### src/rtl/div_pkg.sv
// Shared types, constants and helpers for the sequential divider.
package div_pkg;

   typedef enum logic [1:0] {
      IDLE,
      RUN,
      FIX
   } state_t;

   localparam int MAX_W = 64;

   typedef logic [MAX_W-1:0] word_t;

   localparam word_t DIV0_QUOTIENT = '1;

   function automatic int cnt_w(input int w);
      return $clog2(w + 1);
   endfunction

   // Magnitude of a w-bit value held in the low bits of a word_t.
   function automatic word_t abs_val(
      input word_t v,
      input int    w,
      input logic  is_signed
   );
      word_t mask;
      word_t sbit;
      mask = (word_t'(1) << w) - word_t'(1);
      sbit = word_t'(1) << (w - 1);
      if (is_signed && ((v & sbit) != '0))
         return (~v + word_t'(1)) & mask;
      return v & mask;
   endfunction

endpackage

### src/rtl/div_step.sv
// One restoring division iteration: shift in a dividend bit,
// trial-subtract the divisor, emit one quotient bit.
module div_step #(
   parameter int WIDTH = 32
) (
   input  logic [WIDTH-1:0] i_p,
   input  logic [WIDTH-1:0] i_a,
   input  logic [WIDTH-1:0] i_b,
   output logic [WIDTH-1:0] o_p,
   output logic [WIDTH-1:0] o_a
);

   logic [WIDTH:0] w_shift;
   logic [WIDTH:0] w_trial;
   logic           w_neg;

   // The working remainder is WIDTH+1 bits; the stored one always
   // fits in WIDTH bits since it stays below the divisor.
   assign w_shift = {i_p, i_a[WIDTH-1]};
   assign w_trial = w_shift - {1'b0, i_b};
   assign w_neg   = w_trial[WIDTH];

   assign o_p = w_neg ? w_shift[WIDTH-1:0] : w_trial[WIDTH-1:0];
   assign o_a = {i_a[WIDTH-2:0], ~w_neg};

endmodule

### src/rtl/div_seq.sv
// Multi-cycle restoring divider (DIV/DIVU/REM unit), one quotient
// bit per clock; quotient to LO, remainder to HI.
module div_seq
   import div_pkg::*;
#(
   parameter int WIDTH     = 32,
   parameter bit SIGNED_EN = 1'b1
) (
   input  logic             clk,
   input  logic             reset,
   input  logic             start,
   input  logic             is_signed,
   input  logic [WIDTH-1:0] A,
   input  logic [WIDTH-1:0] B,
   output logic             busy,
   output logic             done,
   output logic             div_by_zero,
   output logic [WIDTH-1:0] LO,
   output logic [WIDTH-1:0] HI
);

   localparam int CNT_W = cnt_w(WIDTH);

   state_t           r_state;
   logic [CNT_W-1:0] r_cnt;
   logic [WIDTH-1:0] r_p;
   logic [WIDTH-1:0] r_a;
   logic [WIDTH-1:0] r_b;
   logic             r_qneg;
   logic             r_rneg;
   logic             r_zero;

   logic             w_sgn;
   logic             w_sa;
   logic             w_sb;
   logic [WIDTH-1:0] w_abs_a;
   logic [WIDTH-1:0] w_abs_b;
   logic [WIDTH-1:0] w_p_nxt;
   logic [WIDTH-1:0] w_a_nxt;

   assign w_sgn   = SIGNED_EN & is_signed;
   assign w_sa    = w_sgn & A[WIDTH-1];
   assign w_sb    = w_sgn & B[WIDTH-1];
   assign w_abs_a = WIDTH'(abs_val(word_t'(A), WIDTH, w_sgn));
   assign w_abs_b = WIDTH'(abs_val(word_t'(B), WIDTH, w_sgn));

   div_step #(
      .WIDTH(WIDTH)
   ) u_step (
      .i_p(r_p),
      .i_a(r_a),
      .i_b(r_b),
      .o_p(w_p_nxt),
      .o_a(w_a_nxt)
   );

   always_ff @(posedge clk) begin
      if (reset) begin
         r_state     <= IDLE;
         r_cnt       <= '0;
         r_p         <= '0;
         r_a         <= '0;
         r_b         <= '0;
         r_qneg      <= 1'b0;
         r_rneg      <= 1'b0;
         r_zero      <= 1'b0;
         busy        <= 1'b0;
         done        <= 1'b0;
         div_by_zero <= 1'b0;
         LO          <= '0;
         HI          <= '0;
      end else begin
         done <= 1'b0;
         unique case (r_state)
            IDLE: begin
               if (start) begin
                  busy        <= 1'b1;
                  div_by_zero <= 1'b0;
                  r_qneg      <= w_sa ^ w_sb;
                  r_rneg      <= w_sa;
                  r_p         <= '0;
                  r_cnt       <= '0;
                  r_b         <= w_abs_b;
                  r_zero      <= (B == '0);
                  // Zero divisor keeps the raw dividend for HI.
                  if (B == '0) begin
                     r_a     <= A;
                     r_state <= FIX;
                  end else begin
                     r_a     <= w_abs_a;
                     r_state <= RUN;
                  end
               end
            end
            RUN: begin
               r_p   <= w_p_nxt;
               r_a   <= w_a_nxt;
               r_cnt <= r_cnt + CNT_W'(1);
               if (r_cnt == CNT_W'(WIDTH - 1))
                  r_state <= FIX;
            end
            FIX: begin
               if (r_zero) begin
                  LO          <= DIV0_QUOTIENT[WIDTH-1:0];
                  HI          <= r_a;
                  div_by_zero <= 1'b1;
               end else begin
                  LO <= r_qneg ? -r_a : r_a;
                  HI <= r_rneg ? -r_p : r_p;
               end
               busy    <= 1'b0;
               done    <= 1'b1;
               r_state <= IDLE;
            end
            default: r_state <= IDLE;
         endcase
      end
   end

endmodule

### config.mk
export PLATFORM = sky130hd
export DESIGN_NAME = div_seq
export DESIGN_NICKNAME = d
export VERILOG_FILES = /design/src/rtl/div_pkg.sv /design/src/rtl/div_step.sv /design/src/rtl/div_seq.sv
export SDC_FILE = /design/constraint.sdc
export NUM_CORES = 1
export LEC_CHECK = 0
export ABC_AREA = 0
export BUFFER_PORTS_ARGS = -buffer_cell sky130_fd_sc_hd__buf_2
export CAP_MARGIN = 20
export CORE_ASPECT_RATIO = 0.6
export CORE_MARGIN = 8
export CORE_UTILIZATION = 30
export DETAILED_ROUTE_END_ITERATION = 10
export GPL_ROUTABILITY_DRIVEN = 1
export RECOVER_POWER = 50
export SLEW_MARGIN = 20
export SYNTH_ARGS = -nofsm -noshare
export SYNTH_HDL_FRONTEND = slang
export SYNTH_SLANG_ARGS = --single-unit
export TNS_END_PERCENT = 1
### constraint.sdc
create_clock -name clk -period 4.86 [get_ports clk]
set_input_delay 0.972 -clock clk [delete_from_list [all_inputs] [get_ports clk]]
set_output_delay 0.972 -clock clk [all_outputs]
set_load 0.02 [all_outputs]
# Word level (Yosys, flattened, before mapping)
# Cells that the tools add are included.
dict set report totals {
  ff_bits 174
  in_bits 68
  output_inout_bits 67
  elab_cells 70
}
dict set report classes {
  addsub 6
  eq_ne 6
  muxes 28
  n_bitwise 6
  n_reduce_logical 11
}
# operator n
set ops {}
lappend ops {{$mux W32} 12}
lappend ops {{$pmux W32 S2} 2}
lappend ops {{$add A32 B1 Y32 const B} 2}
lappend ops {{$neg A32 Y32} 2}
lappend ops {{$not A32 Y32} 2}
lappend ops {{$sub A33 B32 Y33} 1}
lappend ops {{$logic_not A32 Y1} 1}
lappend ops {{$pmux W6 S2} 1}
lappend ops {{$reduce_and A2 Y1} 4}
lappend ops {{$add A6 B1 Y6 const B} 1}
lappend ops {{$eq A6 B5 Y1 const B} 1}
lappend ops {{$mux W1} 6}
lappend ops {{$mux W2} 3}
lappend ops {{$mux W6} 1}
lappend ops {{$ne A2 B2 Y1 const B} 3}
lappend ops {{$pmux W1 S2} 2}
lappend ops {{$pmux W2 S2} 1}
lappend ops {{$reduce_bool A2 Y1} 2}
lappend ops {{$reduce_and A3 Y1} 1}
lappend ops {{$and A1 B1 Y1} 2}
lappend ops {{$eq A2 B1 Y1 const B} 1}
lappend ops {{$eq A2 B2 Y1 const B} 1}
lappend ops {{$logic_and A1 B1 Y1} 2}
lappend ops {{$logic_not A2 Y1} 1}
lappend ops {{2 further kinds} 2}

# Depth between registers and ports, before layout
dict set report depth {
  depth_word 7
  depth_mapped 13
  mapped_depth_nobuf 11
}

# By module
# Synthesis repeated with hierarchy kept, for this count alone.
dict set report unflattened {
  cells_unflattened 1515
  hier_area_um2 11989.0
}
# module instances cells_each area_per_inst_um2 seq_area_each_um2
set by_module_without_submodules {}
lappend by_module_without_submodules {div_seq 1 1179 9397.8 3483.3}
lappend by_module_without_submodules {div_step 1 336 2591.2 0.0}

# Worst setup path after synthesis
# No wires, ideal clock.
dict set report synth_path {
  kind {input to register}
  from {in B[0]}
  to {reg r_a[29]}
  setup_time_ns 0.070
  arrival_time_ns 3.263
  required_ns 4.790
  path_slack_ns 1.526
  cell_stages 12
  n_path_buf 2
  cell_sequence {inv_1 ha_1 or3b_1 or4_1 nor3_1 nor2_1 clkbuf_1 buf_2 o41ai_1 xnor2_1 o221ai_1 a21oi_1}
}
dict set report synth_between {
  elab_chain_cells 4
}
# item line_no
set synth_lines {}
lappend synth_lines {{start: declaration} div_seq.sv:14} ;# input logic [WIDTH-1:0] B,
lappend synth_lines {{$logic_not A32 Y1} div_seq.sv:86} ;# if (B == '0) begin
lappend synth_lines {{$mux W32} div_seq.sv:86}
lappend synth_lines {{$mux W32} div_seq.sv:76} ;# if (start) begin
lappend synth_lines {{$pmux W32 S2} div_seq.sv:74} ;# unique case (r_state)
lappend synth_lines {{end signal: assignment} div_seq.sv:90} ;# r_a <= w_abs_a;
lappend synth_lines {{end signal: assignment} div_seq.sv:97} ;# r_a <= w_a_nxt;
lappend synth_lines {{end: declaration} div_seq.sv:27} ;# logic [WIDTH-1:0] r_a;
# No other way between the ends. The select of a mux whose other input is x is not followed.
# A chain may end at the register's enable or synchronous reset.

# Worst setup path in the final report
dict set report layout_path {
  from {in reset}
  to {reg r_b[18]}
}
# item line_no
set layout_rtl {}
lappend layout_rtl {{start: declaration} div_seq.sv:10} ;# input logic reset,
lappend layout_rtl {{end signal: assignment} div_seq.sv:83} ;# r_b <= w_abs_b;
lappend layout_rtl {{end: declaration} div_seq.sv:28} ;# logic [WIDTH-1:0] r_b;
# No word-level cell between the ends.

==> run summary <==
PLACE
----------------------------------------------------------------------------
Port buffer count                                                        134
HPWL after detailed placement                                        31.5 mm
Worst setup slack after placement                                    1120 ps
Final GP Congestion                                                    0.941

CRITICAL PATH
----------------------------------------------------------------------------
Crit path arrival time                                               4390 ps
Type of element launching the critical path                        input pin
Reg2reg path depth                                                         4
Top fanout value on the critical path                                     43
Crit Path Class                                                    in -> reg
CP required                                                          5160 ps
Element type at the critical path end                               register

DRT
----------------------------------------------------------------------------
Number of vias per cell                                                 5.52
Met3 Routed Length                                                   4.05 mm
Met1 Routed Length                                                   20.8 mm
Detailed Routing Iterations Pass 1                                         6
Length of routed met2 wiring                                         15.8 mm
DRC violation count after routing                                          0
Initial DRC count                                                       1473
Remaining antenna violation count                                          0
Final wirelength                                                     41.1 mm
Uppermost layer routed                                                  met5
Count of vias placed by the detailed router                            11500
Average wire length per cell after detail routing                    19.8 um

CLOCK TREE
----------------------------------------------------------------------------
CTS tree                                                                 yes
Number of clock buffers inserted by TritonCTS                             17
Maximum buffer depth of the clock tree                                     2
Cts-stage hold buffer count                                                0
Clock slew at reported path FFs                                        70 ps
Latest clock arrival within the worst-skew pair                       460 ps
Clock root buffer master                                        sky130_fd_sc_hd__clkbuf_16
Deepest level of the CTS H-tree                                            4
Post-cts repair resize count                                               0
Setup bufs post-CTS                                                        0
TritonCTS Sinks                                                          174

CELLS AND AREA
----------------------------------------------------------------------------
Most common library cell in the layout ignoring fill and taps   sky130_fd_sc_hd__nand2_1
Area of all sequential standard cells                               3490 um2
Share of cells above drive strength 1                                  8.57%
Area added between synthesis and finish                                13.4%
Fill cell total of the finished layout                                  4031
Inserted Diodes                                                            0
Total area of multi-input combinational cells                       7210 um2
Final-stage net count                                                   1657
Commonest cells after routing, fill and taps aside              217 x sky130_fd_sc_hd__nand2_1, 172 x sky130_fd_sc_hd__dfxtp_1, 146 x sky130_fd_sc_hd__a21oi_1, 139 x sky130_fd_sc_hd__o21ai_0, 87 x sky130_fd_sc_hd__nor2_1

SYNTHESIS
----------------------------------------------------------------------------
Distinct cell type count of the synthesized netlist                       70
Cells after Synth                                                       1490
Share of the yosys chip area belonging to registers                    30.8%
EDFF count, synth                                                          0
Number of nets in the synthesized netlist                               1596
Top FF cell, synth                                              sky130_fd_sc_hd__dfxtp_1
Synth warn                                                                 0
Post-Synthesis Mean Instance Area                                   7.59 um2
Cell area after synthesis                                          11300 um2
Share of flip-flops with an asynchronous set or reset                     0%
Synth Register Bits                                                      174

FLOORPLAN
----------------------------------------------------------------------------
Std-Cell Core Area                                                 37400 um2
Std-Cell Rows                                                             55
I/O pin count                                                            135
Horiz. Die Dim                                                        267 um
Chip Height                                                           166 um
Area enclosed by the die boundary                                  44400 um2
Initial cell density of the core                                       30.2%

GLOBAL ROUTING
----------------------------------------------------------------------------
Pin count of the biggest net entering global routing                      68
Initial antenna violation count                                            2
Tot GR Track Use                                                       17.7%
Via count of the first global-routing pass                             10200
Wire length of the first global-routing pass                         62.2 mm
Gr ovfl total                                                              0

STA
----------------------------------------------------------------------------
Final critical path time including I/O delays and setup              4100 ps
Final worst-path cycle share                                           84.3%
Setup Total Neg Slack                                                   0 ps
Setup repair after global routing missed its margin                    false
Final-report setup violation count                                         0
Highest Clock Rate                                                 0.244 GHz
Transition time of the tightest slew-check pin                       2560 ps
Slack of the critical path                                            765 ps
Rel. slew slack                                                       -70.7%
Final Max Slew Viols                                                     110
Final Hold Violating Endpoints                                             0
Worst clock skew                                                     12.3 ps

POWER AND IR DROP
----------------------------------------------------------------------------
Sequential share of power                                              42.5%
Static leakage                                                       4.74 nW
Clock power share                                                      36.5%
Post-route total power                                               3.83 mW
Part of the power in combinational logic                               21.0%
Worst supply voltage drop on vdd                                    0.199 mV
Internal cell power                                                  2.51 mW
Proportion of total power due to net switching                         34.5%
Switching component of the power                                     1.32 mW
Pwr Density                                                       299 nW/um2

WORST HOLD PATH
----------------------------------------------------------------------------
Hold path cells                                                            2
Type of the worst min-delay path                                  reg -> reg

OUTCOME
----------------------------------------------------------------------------
Run status                                                      complete, but fails checks
Violations in the final reports                                 capacitance limit, slew limit

JOB
----------------------------------------------------------------------------
Max-cap violations                                                         2

-- synth_stat cells (4+ instances only) --
library cell                instances  area share (%)
sky130_fd_sc_hd__xnor2_1           55             4.3
sky130_fd_sc_hd__a2111oi_0         10            0.77
sky130_fd_sc_hd__nand3_1           17            0.75
sky130_fd_sc_hd__a32oi_1           15             1.2
sky130_fd_sc_hd__nand2_1          217             7.2
sky130_fd_sc_hd__o21ai_0          139             6.2
sky130_fd_sc_hd__a21o_1             9            0.60
sky130_fd_sc_hd__o211ai_1           4            0.27
sky130_fd_sc_hd__nor2b_1            5            0.28
sky130_fd_sc_hd__o21a_1             5            0.33
sky130_fd_sc_hd__or4_1             19             1.3
sky130_fd_sc_hd__o21bai_1           4            0.27
sky130_fd_sc_hd__nand4_1            6            0.33
sky130_fd_sc_hd__a31oi_1           14            0.77
sky130_fd_sc_hd__ha_1              37             4.1
sky130_fd_sc_hd__clkbuf_1          97             3.2
sky130_fd_sc_hd__xor2_1            86             6.7
sky130_fd_sc_hd__nor3_1            16            0.71
sky130_fd_sc_hd__a22oi_1            5            0.33
sky130_fd_sc_hd__buf_1              8            0.27
sky130_fd_sc_hd__a311oi_1           4            0.31
sky130_fd_sc_hd__inv_1             54             1.8
sky130_fd_sc_hd__o221ai_1          17             1.3
sky130_fd_sc_hd__o41ai_1           21             1.6
sky130_fd_sc_hd__a221oi_1           9            0.70
sky130_fd_sc_hd__o31ai_1           31             2.1
sky130_fd_sc_hd__dfxtp_1          174              31
sky130_fd_sc_hd__a21oi_1          146             6.5
sky130_fd_sc_hd__buf_2              4            0.18
sky130_fd_sc_hd__nor2_1            90             3.0
sky130_fd_sc_hd__or3b_1             4            0.31
sky130_fd_sc_hd__or3_1             13            0.72
sky130_fd_sc_hd__o21ai_1           19            0.84
sky130_fd_sc_hd__a211oi_1          34             2.3
sky130_fd_sc_hd__nand2b_1          10            0.55
sky130_fd_sc_hd__mux2i_1           24             2.1
sky130_fd_sc_hd__and3_1             6            0.33
sky130_fd_sc_hd__nor4_1            12            0.66
-- per-layer routing --
metal | up-vias | track usage [%]
li1 | 5520 | -
met2 | 534 | 22.8
met1 | 5359 | 28.1
met3 | 40 | 4.81
met5 | - | 0
met4 | 2 | 3.77
-- power groups by stage --
stage               Clock, mW  Combinational [mW]  Sequential [mW]
finish                   1.40               0.805             1.63
global route             1.48               0.879             1.63
CTS                      1.41               0.793             1.62
detailed placement          0               0.790             1.65
global placement            0               0.787             1.65
floorplan                   0               0.572             1.59
-- worst paths after layout --
| check | from | end | slack, ps |
|---|---|---|---|
| max reg2reg | r_state[1] | HI[12] | 1180 |
| max | reset | r_b[18] | 760 |
| min | r_b[31] | r_b[31] | 460 |
| min reg2reg | r_b[31] | r_b[31] | 460 |
-- per-stage QoR --
step	hold slack, ps	area, um2	utilization (%)	cells
final	457	12800	34.2	2077
after global routing	480	12800	34.2	2077
after CTS	453	12900	34.5	2077
after detailed placement	446	12400	33.0	2045
after global placement	440	12400	33.0	2045
after floorplan	432	11300	-	1490
-- state kept, by name, indices dropped and copies added (netlist names) --
register,cells
HI,32
r_p,32
done,1
r_qneg,1
r_cnt,6
r_state,2
r_zero,1
LO,32
r_rneg,1
r_b,32
div_by_zero,1
r_a,32
busy,1
-- layout make-up --
class                      count  area share, %
inverter                      54           1.58
clock buffer                  17           3.32
sequential                   174           27.2
clock inverter                15           1.15
multi-input combinational   1152           56.2
timing repair buffer         152           5.52
tap                          513           5.01
-- worst max-delay path, stage by stage --
cell and delay (ps):
sky130_fd_sc_hd__clkbuf_2 650, sky130_fd_sc_hd__clkbuf_1 1740, sky130_fd_sc_hd__clkbuf_2 870, sky130_fd_sc_hd__a211oi_1 100
-- cell families after synthesis --
kind of cell	after synthesis	synth area share, %
AOI/OAI and AO/OA	508	28.1
xor gates and xnor gates	141	10.9
adders and majority gates	38	4.27
buffers and inverters	164	5.56
and+or+nand+nor	439	18.0
muxes	26	2.32
DFF	174	30.8
No activity file was read; power rests on OpenSTA's default activity.
